===== src/rtl/instr_encoder_pkg.sv =====
// Shared opcode values and instruction field layout; the decoder and the encoder both
// read the word format from here, so the two stay in step.
package instr_encoder_pkg;

  localparam logic [3:0] OP_LOAD  = 4'h8;
  localparam logic [3:0] OP_WRITE = 4'h9;
  localparam logic [3:0] OP_JMP   = 4'hC;

  localparam int OP_MSB    = 15;
  localparam int OP_LSB    = 12;
  localparam int RD_MSB    = 11;
  localparam int RD_LSB    = 9;
  localparam int MODE_BIT  = 8;
  localparam int RA_MSB    = 7;
  localparam int RA_LSB    = 5;
  localparam int RB_MSB    = 4;
  localparam int RB_LSB    = 2;
  localparam int IMM8_MSB  = 7;
  localparam int IMM5_MSB  = 4;
  // WRITE moves imm[4:2] into the low bits; imm[7:5] reuses the rD slot
  localparam int WR_LO_MSB = 2;

  typedef enum logic [1:0] {
    FMT_WRITE,
    FMT_IMM8,
    FMT_REG,
    FMT_ALU_IMM
  } fmt_e;

  function automatic fmt_e fmt_of(input logic [3:0] op, input logic use_imm);
    if (op == OP_WRITE)                   return FMT_WRITE;
    else if (op == OP_LOAD || op == OP_JMP) return FMT_IMM8;
    else if (use_imm)                     return FMT_ALU_IMM;
    else                                  return FMT_REG;
  endfunction

endpackage


===== src/rtl/instr_pack.sv =====
// Combinational field-to-word packer. err flags immediates the chosen format
// cannot represent exactly.
module instr_pack
  import instr_encoder_pkg::*;
(
  input  logic [3:0]  opcode,
  input  logic [2:0]  rd,
  input  logic [2:0]  ra,
  input  logic [2:0]  rb,
  input  logic        mode,
  input  logic [7:0]  imm,
  input  logic        use_imm,
  output logic [15:0] word,
  output logic        err
);

  fmt_e fmt;
  assign fmt = fmt_of(opcode, use_imm);

  always_comb begin
    word = '0;
    err  = 1'b0;
    word[OP_MSB:OP_LSB] = opcode;
    word[MODE_BIT]      = mode;
    case (fmt)
      FMT_WRITE: begin
        word[RD_MSB:RD_LSB] = imm[7:5];
        word[RA_MSB:RA_LSB] = ra;
        word[WR_LO_MSB:0]   = imm[4:2];
        err                 = |imm[1:0];
      end
      FMT_IMM8: begin
        word[RD_MSB:RD_LSB] = rd;
        word[IMM8_MSB:0]    = imm;
      end
      FMT_REG: begin
        word[RD_MSB:RD_LSB] = rd;
        word[RA_MSB:RA_LSB] = ra;
        word[RB_MSB:RB_LSB] = rb;
      end
      FMT_ALU_IMM: begin
        word[RD_MSB:RD_LSB] = rd;
        word[RA_MSB:RA_LSB] = ra;
        word[IMM5_MSB:0]    = imm[4:0];
        // 5-bit signed immediate: upper bits must be sign copies
        err                 = (imm[7:5] != {3{imm[4]}});
      end
      default: begin
        word = '0;
        err  = 1'b0;
      end
    endcase
  end

endmodule


===== src/rtl/instr_encoder.sv =====
// Instruction encoder: packs field sets, buffers up to two words and streams them
// into instruction memory at a wrapping, loadable address.
module instr_encoder
  import instr_encoder_pkg::*;
#(
  parameter int ADDR_W = 8
) (
  input  logic              I_clk,
  input  logic              I_reset,
  input  logic              I_valid,
  output logic              O_ready,
  input  logic [3:0]        I_opcode,
  input  logic [2:0]        I_rD,
  input  logic [2:0]        I_rA,
  input  logic [2:0]        I_rB,
  input  logic              I_mode,
  input  logic [7:0]        I_imm,
  input  logic              I_use_imm,
  input  logic              I_addr_load,
  input  logic [ADDR_W-1:0] I_addr_value,
  output logic              O_mem_we,
  output logic [ADDR_W-1:0] O_mem_addr,
  output logic [15:0]       O_mem_data,
  input  logic              I_mem_ready,
  output logic              O_wrap,
  output logic              O_error,
  output logic [3:0]        O_error_opcode,
  output logic [15:0]       O_written
);

  logic [15:0]       word;
  logic              enc_err;
  logic [1:0][15:0]  buf_q;
  logic [1:0]        cnt_q;
  logic [ADDR_W-1:0] addr_q;
  logic              take, push, pop;

  instr_pack u_pack (
    .opcode  (I_opcode),
    .rd      (I_rD),
    .ra      (I_rA),
    .rb      (I_rB),
    .mode    (I_mode),
    .imm     (I_imm),
    .use_imm (I_use_imm),
    .word    (word),
    .err     (enc_err)
  );

  // ready depends only on registered count: no pop-to-ready combinational path
  assign O_ready    = (cnt_q != 2'd2);
  assign take       = I_valid && O_ready;
  assign push       = take && !enc_err;
  assign O_mem_we   = (cnt_q != 2'd0);
  assign pop        = O_mem_we && I_mem_ready;
  assign O_mem_data = O_mem_we ? buf_q[0] : 16'h0000;
  assign O_mem_addr = addr_q;

  // buf_q[0] is always the head
  always_ff @(posedge I_clk or posedge I_reset) begin
    if (I_reset) begin
      buf_q <= '0;
      cnt_q <= 2'd0;
    end else begin
      case ({push, pop})
        2'b10: begin
          buf_q[cnt_q[0]] <= word;
          cnt_q           <= cnt_q + 2'd1;
        end
        2'b01: begin
          buf_q[0] <= buf_q[1];
          cnt_q    <= cnt_q - 2'd1;
        end
        2'b11: begin
          // push implies count was 1 here, so the new word becomes head
          buf_q[0] <= word;
        end
        default: ;
      endcase
    end
  end

  always_ff @(posedge I_clk or posedge I_reset) begin
    if (I_reset) begin
      addr_q <= '0;
      O_wrap <= 1'b0;
    end else begin
      O_wrap <= pop && !I_addr_load && (&addr_q);
      if (I_addr_load)
        addr_q <= I_addr_value;
      else if (pop)
        addr_q <= addr_q + {{(ADDR_W-1){1'b0}}, 1'b1};
    end
  end

  always_ff @(posedge I_clk or posedge I_reset) begin
    if (I_reset)
      O_written <= 16'h0000;
    else if (pop && O_written != 16'hFFFF)
      O_written <= O_written + 16'h0001;
  end

  always_ff @(posedge I_clk or posedge I_reset) begin
    if (I_reset) begin
      O_error        <= 1'b0;
      O_error_opcode <= 4'h0;
    end else if (take && enc_err) begin
      O_error <= 1'b1;
      if (!O_error)
        O_error_opcode <= I_opcode;
    end
  end

  a_head_stable: assert property (@(posedge I_clk) disable iff (I_reset)
    (O_mem_we && !I_mem_ready && !I_addr_load) |=>
      (O_mem_we && $stable(O_mem_data) && $stable(O_mem_addr)));

  a_cnt_range: assert property (@(posedge I_clk) disable iff (I_reset)
    cnt_q <= 2'd2);

endmodule


===== config.mk =====
export PLATFORM = sky130hd
export DESIGN_NAME = instr_encoder
export DESIGN_NICKNAME = d
export VERILOG_FILES = /design/src/rtl/instr_encoder_pkg.sv /design/src/rtl/instr_pack.sv /design/src/rtl/instr_encoder.sv
export SDC_FILE = /design/constraint.sdc
export NUM_CORES = 1
export LEC_CHECK = 0
export CORE_ASPECT_RATIO = 1.4
export CORE_MARGIN = 2
export CORE_UTILIZATION = 45
export DETAILED_ROUTE_END_ITERATION = 7
export PLACE_DENSITY = 0.74
export SKIP_CTS_REPAIR_TIMING = 1
export SYNTH_ARGS = -nofsm -noshare
export SYNTH_HDL_FRONTEND = slang
export SYNTH_SLANG_ARGS = --single-unit

===== constraint.sdc =====
create_clock -name I_clk -period 2.5 [get_ports I_clk]
set_input_delay 0.75 -clock I_clk [delete_from_list [all_inputs] [get_ports I_clk]]
set_output_delay 0.75 -clock I_clk [all_outputs]
set_load 0.02 [all_outputs]

Word level (Yosys, flattened, before mapping)
Index checks and enable logic that the tools add are counted.
{"block": "word_totals", "register_bits": 64, "inputBits": 36, "latch_bits": 0, "ram_bits": 0, "mem_bits_ro": 0, "n_memories": 0, "wordCells": 66}
{"block": "op_classes", "reduce_logical": 22, "n_addsub": 4, "n_mul": 0, "n_shift": 0, "n_div": 0, "bitwise": 1, "mux": 17, "n_eq_ne": 12, "order_cmp": 2}
{"cell": "16-bit one-hot mux with 3 select lines", "n": 1}
{"cell": "32-bit bitwise mux", "n": 1}
{"cell": "16-bit two-way mux", "n": 2}
{"cell": "16-bit by 1-bit adder with 16-bit output, second input constant", "n": 1}
{"cell": "16-bit demux with 1-bit select", "n": 1}
{"cell": "8-bit two-way mux", "n": 2}
{"cell": "16-bit inequality test, second input constant", "n": 1}
{"cell": "4-bit equality test, second input constant", "n": 3}
{"cell": "2-bit one-hot mux with 2 select lines", "n": 3}
{"cell": "3-bit one-hot mux with 2 select lines", "n": 2}
{"cell": "8-bit by 1-bit adder with 8-bit output, second input constant", "n": 1}
{"cell": "2-bit equality test, second input constant", "n": 4}
{"cell": "1-bit logical AND", "n": 8}
{"cell": "8-bit AND reduction", "n": 1}
{"cell": "2-bit nonzero test", "n": 3}
{"cell": "3-bit OR reduction", "n": 2}
{"cell": "2-bit by 1-bit equality test with 1-bit output, second input constant", "n": 2}
{"cell": "2-bit two-way mux", "n": 2}
{"cell": "2-bit OR reduction", "n": 2}
{"cell": "3-bit inequality test", "n": 1}
{"cell": "1-bit one-hot mux with 3 select lines", "n": 1}
{"cell": "3-bit nonzero test", "n": 1}
{"cell": "2-bit by 1-bit adder with 2-bit output, second input constant", "n": 1}
{"cell": "1-bit logical NOT", "n": 2}
{"cell": "other kinds (10)", "n": 10}

Longest topological paths before layout
{"block": "depth", "depth_word": 10, "ltp_mapped": 16, "mapped_depth_nobuf": 12}

By module
Synthesis repeated with hierarchy kept, for this count alone.
{"block": "unflattened", "hier_cells": 347, "area_unflattened_um2": 3693.5}
{"module": "instr_encoder", "cells_each": 298, "area_each_um2": 3323.2, "instances": 1}
{"module": "instr_pack", "cells_each": 49, "area_each_um2": 370.4, "instances": 1}

Worst setup path before layout
Ideal clock, no wire load.
{"block": "synth_timing", "kind": "in2reg", "startpoint": "input port I_opcode[1]", "endpoint": "register buf_q[16] (netlist name)", "t_arrival_ns": 3.215, "cell_stages": 14, "setup_slack_ns": -0.840, "cell_sequence": "buf_2 or3b_1 buf_2 a21o_1 inv_1 ha_1 o21a_1 a31oi_2 nor2_1 nor2_1 ha_1 nand2_1 buf_1 mux2_2"}
{"block": "synth_via", "elab_chain_cells": 9, "word_cells_on_any_way": 16}
{"element": "from (decl)", "line_no": "instr_encoder.sv:12", "text": "input logic [3:0] I_opcode,"}
{"element": "4-bit equality test", "line_no": "instr_encoder_pkg.sv:32", "text": "else if (op == OP_LOAD || op == OP_JMP) return FMT_IMM8;"}
{"element": "1-bit logical OR", "line_no": "instr_encoder_pkg.sv:32"}
{"element": "2-bit two-way mux", "line_no": "instr_encoder_pkg.sv:32"}
{"element": "2-bit two-way mux (*)", "line_no": "instr_encoder_pkg.sv:31", "text": "if (op == OP_WRITE) return FMT_WRITE;"}
{"element": "2-bit equality test / 2-bit logical NOT (equally long branches)", "line_no": "instr_pack.sv:25", "text": "case (fmt)"}
{"element": "1-bit one-hot mux with 2 select lines", "line_no": "instr_pack.sv:25"}
{"element": "1-bit logical NOT", "line_no": "instr_encoder.sv:53", "text": "assign push = take && !enc_err;"}
{"element": "1-bit logical AND", "line_no": "instr_encoder.sv:53"}
{"element": "2-bit equality test", "line_no": "instr_encoder.sv:65", "text": "case ({push, pop})"}
{"element": "to (signal, indexed assignment)", "line_no": "instr_encoder.sv:67", "text": "buf_q[cnt_q[0]] <= word;"}
{"element": "to (decl)", "line_no": "instr_encoder.sv:33", "text": "logic [1:0][15:0] buf_q;"}
Every way passes the cells marked *; elsewhere a longest branch is shown, timed or not.
A chain may end at the register's enable or synchronous reset.

Worst setup path after layout
{"block": "layout_timing", "startpoint": "input port I_opcode[2]", "endpoint": "register buf_q[15] (netlist name)"}
{"block": "layout_via", "elab_chain_cells": 10, "word_cells_on_any_way": 16}
{"element": "4-bit equality test", "line_no": "instr_encoder_pkg.sv:32"}
{"element": "1-bit logical OR", "line_no": "instr_encoder_pkg.sv:32"}
{"element": "2-bit two-way mux", "line_no": "instr_encoder_pkg.sv:32"}
{"element": "2-bit two-way mux (*)", "line_no": "instr_encoder_pkg.sv:31"}
{"element": "2-bit equality test / 2-bit logical NOT (equally long branches)", "line_no": "instr_pack.sv:25"}
{"element": "1-bit one-hot mux with 2 select lines (*)", "line_no": "instr_pack.sv:25"}
{"element": "1-bit logical NOT (*)", "line_no": "instr_encoder.sv:53"}
{"element": "1-bit logical AND (*)", "line_no": "instr_encoder.sv:53"}
{"element": "2-bit equality test / 2-bit by 1-bit equality test with 1-bit output (equally long branches)", "line_no": "instr_encoder.sv:65"}
{"element": "16-bit one-hot mux with 3 select lines / 3-bit nonzero test (equally long branches)"}
Marks and branches as above.

==> impl_metrics.json <==
{
  "synthCells": 344,
  "final-hold-violation-count": 0,
  "cp.required_ns": 2.72,
  "violations": "setup timing",
  "crit_chain": "buf_6, or3b_4, a21o_1, buf_6, ha_4, a31oi_4, nor2_4, or2_4, ha_4, and2_4, buf_12, a22oi_2, a21oi_1",
  "root_buffer": "clkbuf_8",
  "maxCapViolCount": 0,
  "synthTopCellsByArea": "dfrtp_1 (47%), mux2_2 (4.6%), ha_1 (4.4%)",
  "firstDrtPassIters": 5,
  "die_x_um": 77.90,
  "status": "finished, violations left",
  "cts_sinks": 64,
  "ys.warnings.count": 0,
  "die_h_um": 107.5,
  "rsz0062_at_grt": "true",
  "critical_path_peak_fanout": 8,
  "synth_nets": 392,
  "critPathMaxStageDelay_ns": 0.39,
  "grt_first_pass_wirelength_um": 13970,
  "drc_errors": 0,
  "cts_inserted_buffers": 9,
  "fin_total_pwr_mw": 5.018,
  "relSlewSlack_pct": 63.41,
  "first_iter_violations": 121,
  "ys_seq_area_share_pct": 46.55,
  "wl_per_cell_um": 16.17,
  "grt-ovfl-total": 0,
  "ys_async_sr_fraction_pct": 100.0,
  "slowest_stage": "or3b_4",
  "path_delay_family": "simple AND/OR/NAND/NOR gates",
  "layout-area-overhead-vs-synth_pct": 53.27,
  "worstPathArrival_ns": 2.98,
  "critPathKind": "in -> reg",
  "holdWs_ns": 0.5069,
  "ys_ff_latch": 64,
  "antenna_found_initial": 0,
  "start_util_pct": 46.45,
  "max_freq_mhz": 361.9,
  "synth_top_cell_area_share_pct": 46.55,
  "die-area_mm2": 0.008372,
  "clk_latency_ns": 0.34,
  "cts-htree-levels": 3,
  "fin_nets": 517,
  "io_pins": 84,
  "synth_ff_type": "dfrtp_1",
  "dp_worst_setup_slack_ns": -1.029,
  "worst_setup_path_start_kind": "primary input",
  "synthesis.area_mm2": 0.003441,
  "hpwl_um": 6272,
  "yosysMostFrequentCell": "dfrtp_1",
  "period_share_pct": 110.5,
  "gp_congestion": 0.8971,
  "routed_wl_um": 9218,
  "grt_max_degree": 40,
  "p_per_area_mw_per_mm2": 951.5,
  "cts_buffer_depth": 2,
  "ant_nets": 0,
  "period_needed_ns": 2.763,
  "cp_num_buf_inv": 3,
  "tritoncts": "done",
  "rows": 37,
  "synth_cell_type_count": 48,
  "viasPerCell": 5.414,
  "tightest_slew_ns": 0.5468,
  "setup_viol": 37,
  "path_clk_slew_ns": 0.07,
  "finClkSkew_ns": 0.008041,
  "hold_path.class": "reg -> reg",
  "antenna_cells": 0,
  "vias": 3086,
  "numPortBuffers": 83,
  "drive_gt1_share_pct": 26.85,
  "end_kind": "flop",
  "synth_edf_count": 0,
  "synth_top_cell_by_area": "dfrtp_1",
  "grt_pass1_vias": 3033,
  "slew_violations": 0,
  "setup_ws_ns": -0.2630,
  "vdd_drop_max_uv": 583.9,
  "track_usage_pct": 21.27,
  "synth_commonest_cells": "dfrtp_1 (64), nand2_1 (32), a21oi_1 (28)",
  "p_leak_nw": 2.302,
  "core_mm2": 0.007407,
  "synth_area_per_cell_um2": 10.00
}
[logic make-up (layout without fill, tap and decap cells)]
group,Yosys count,in the layout,share of synthesized area (%)
AOI/OAI and AO/OA,74,74,14.25
adders and majority gates,12,12,4.364
buffers and inverters,25,153,2.982
and+or+nand+nor,125,126,19.38
muxes,21,21,6.618
DFF,64,64,46.55
xor gates and xnor gates,23,23,5.854
[power breakdown]
part | switching [mW] | internal, mW | leakage (nW) | total, mW
combinational | 1.28 | 1.30 | 1.42 | 2.58
clock | 0.391 | 0.405 | 0.0882 | 0.796
sequential | 0.260 | 1.38 | 0.799 | 1.64
[worst paths after layout]
kind / slack, ns / depth (start not counted) / endpoint / from
max reg2reg: 0.40 / 9 / buf_q[15] / cnt_q[0]
max in group asynchronous: 1.19 / 3 / O_error / I_reset
min: 0.51 / 1 / O_written[9] / O_written[9]
min reg2reg: 0.51 / 1 / O_written[9] / O_written[9]
max: -0.26 / 13 / buf_q[15] / I_opcode[2]
min in group asynchronous: 0.73 / 2 / O_written[8] / I_reset
[registers in the layout (all words and copies together), names as in the netlist]
signal and cells:
O_written 16, O_error_opcode 4, O_error 1, O_mem_addr 8
buf_q 32, cnt_q 2, O_wrap 1
[final cells by class]
class	instances	area, um^2
well taps	97	121.4
clock inverters	3	17.52
fillers	553	2133
repair buffers	129	1294
multi-input cells	256	2051
clock buffers	12	155.1
inverters	9	33.78
flip-flops and latches	64	1602
[cell usage in the layout (no fill, tap or decap), types with 8 or more instances in the layout]
| master | netlist | layout |
|---|---|---|
| xor2_1 | 11 | 11 |
| mux2_4 | 0 | 11 |
| buf_4 | 0 | 35 |
| dlymetal6s2s_1 | 0 | 8 |
| clkbuf_8 | 0 | 11 |
| clkdlybuf4s50_1 | 0 | 72 |
| o21ai_0 | 14 | 9 |
| buf_6 | 0 | 8 |
| xnor2_1 | 12 | 12 |
| a21oi_1 | 28 | 24 |
| nor2b_1 | 17 | 17 |
| nand2_1 | 32 | 28 |
| nand3_1 | 11 | 11 |
| dfrtp_1 | 64 | 64 |
| nor2_1 | 26 | 21 |
[layer usage]
metal	share of wire (%)	global-route usage [%]
met1	43	27.16
met3	3.5	3.523
met4	2.1	9.023
met2	52	35.65
met5	0	0
[stage by stage]
step | std cells | instance area [um^2] | setup TNS, ns | util, %
6_report | 570 | 5274 | -6.872 | 71.20
5_1_grt | 570 | 5274 | -9.152 | 71.20
4_1_cts | 561 | 4955 | -23.72 | 66.89
3_5_place_dp | 546 | 4782 | -35.70 | 64.56
3_3_place_gp | 546 | 4782 | -32.39 | 64.56
2_1_floorplan | 344 | 3643 | -18.40 | -
No activity file was read; power rests on OpenSTA's default activity.
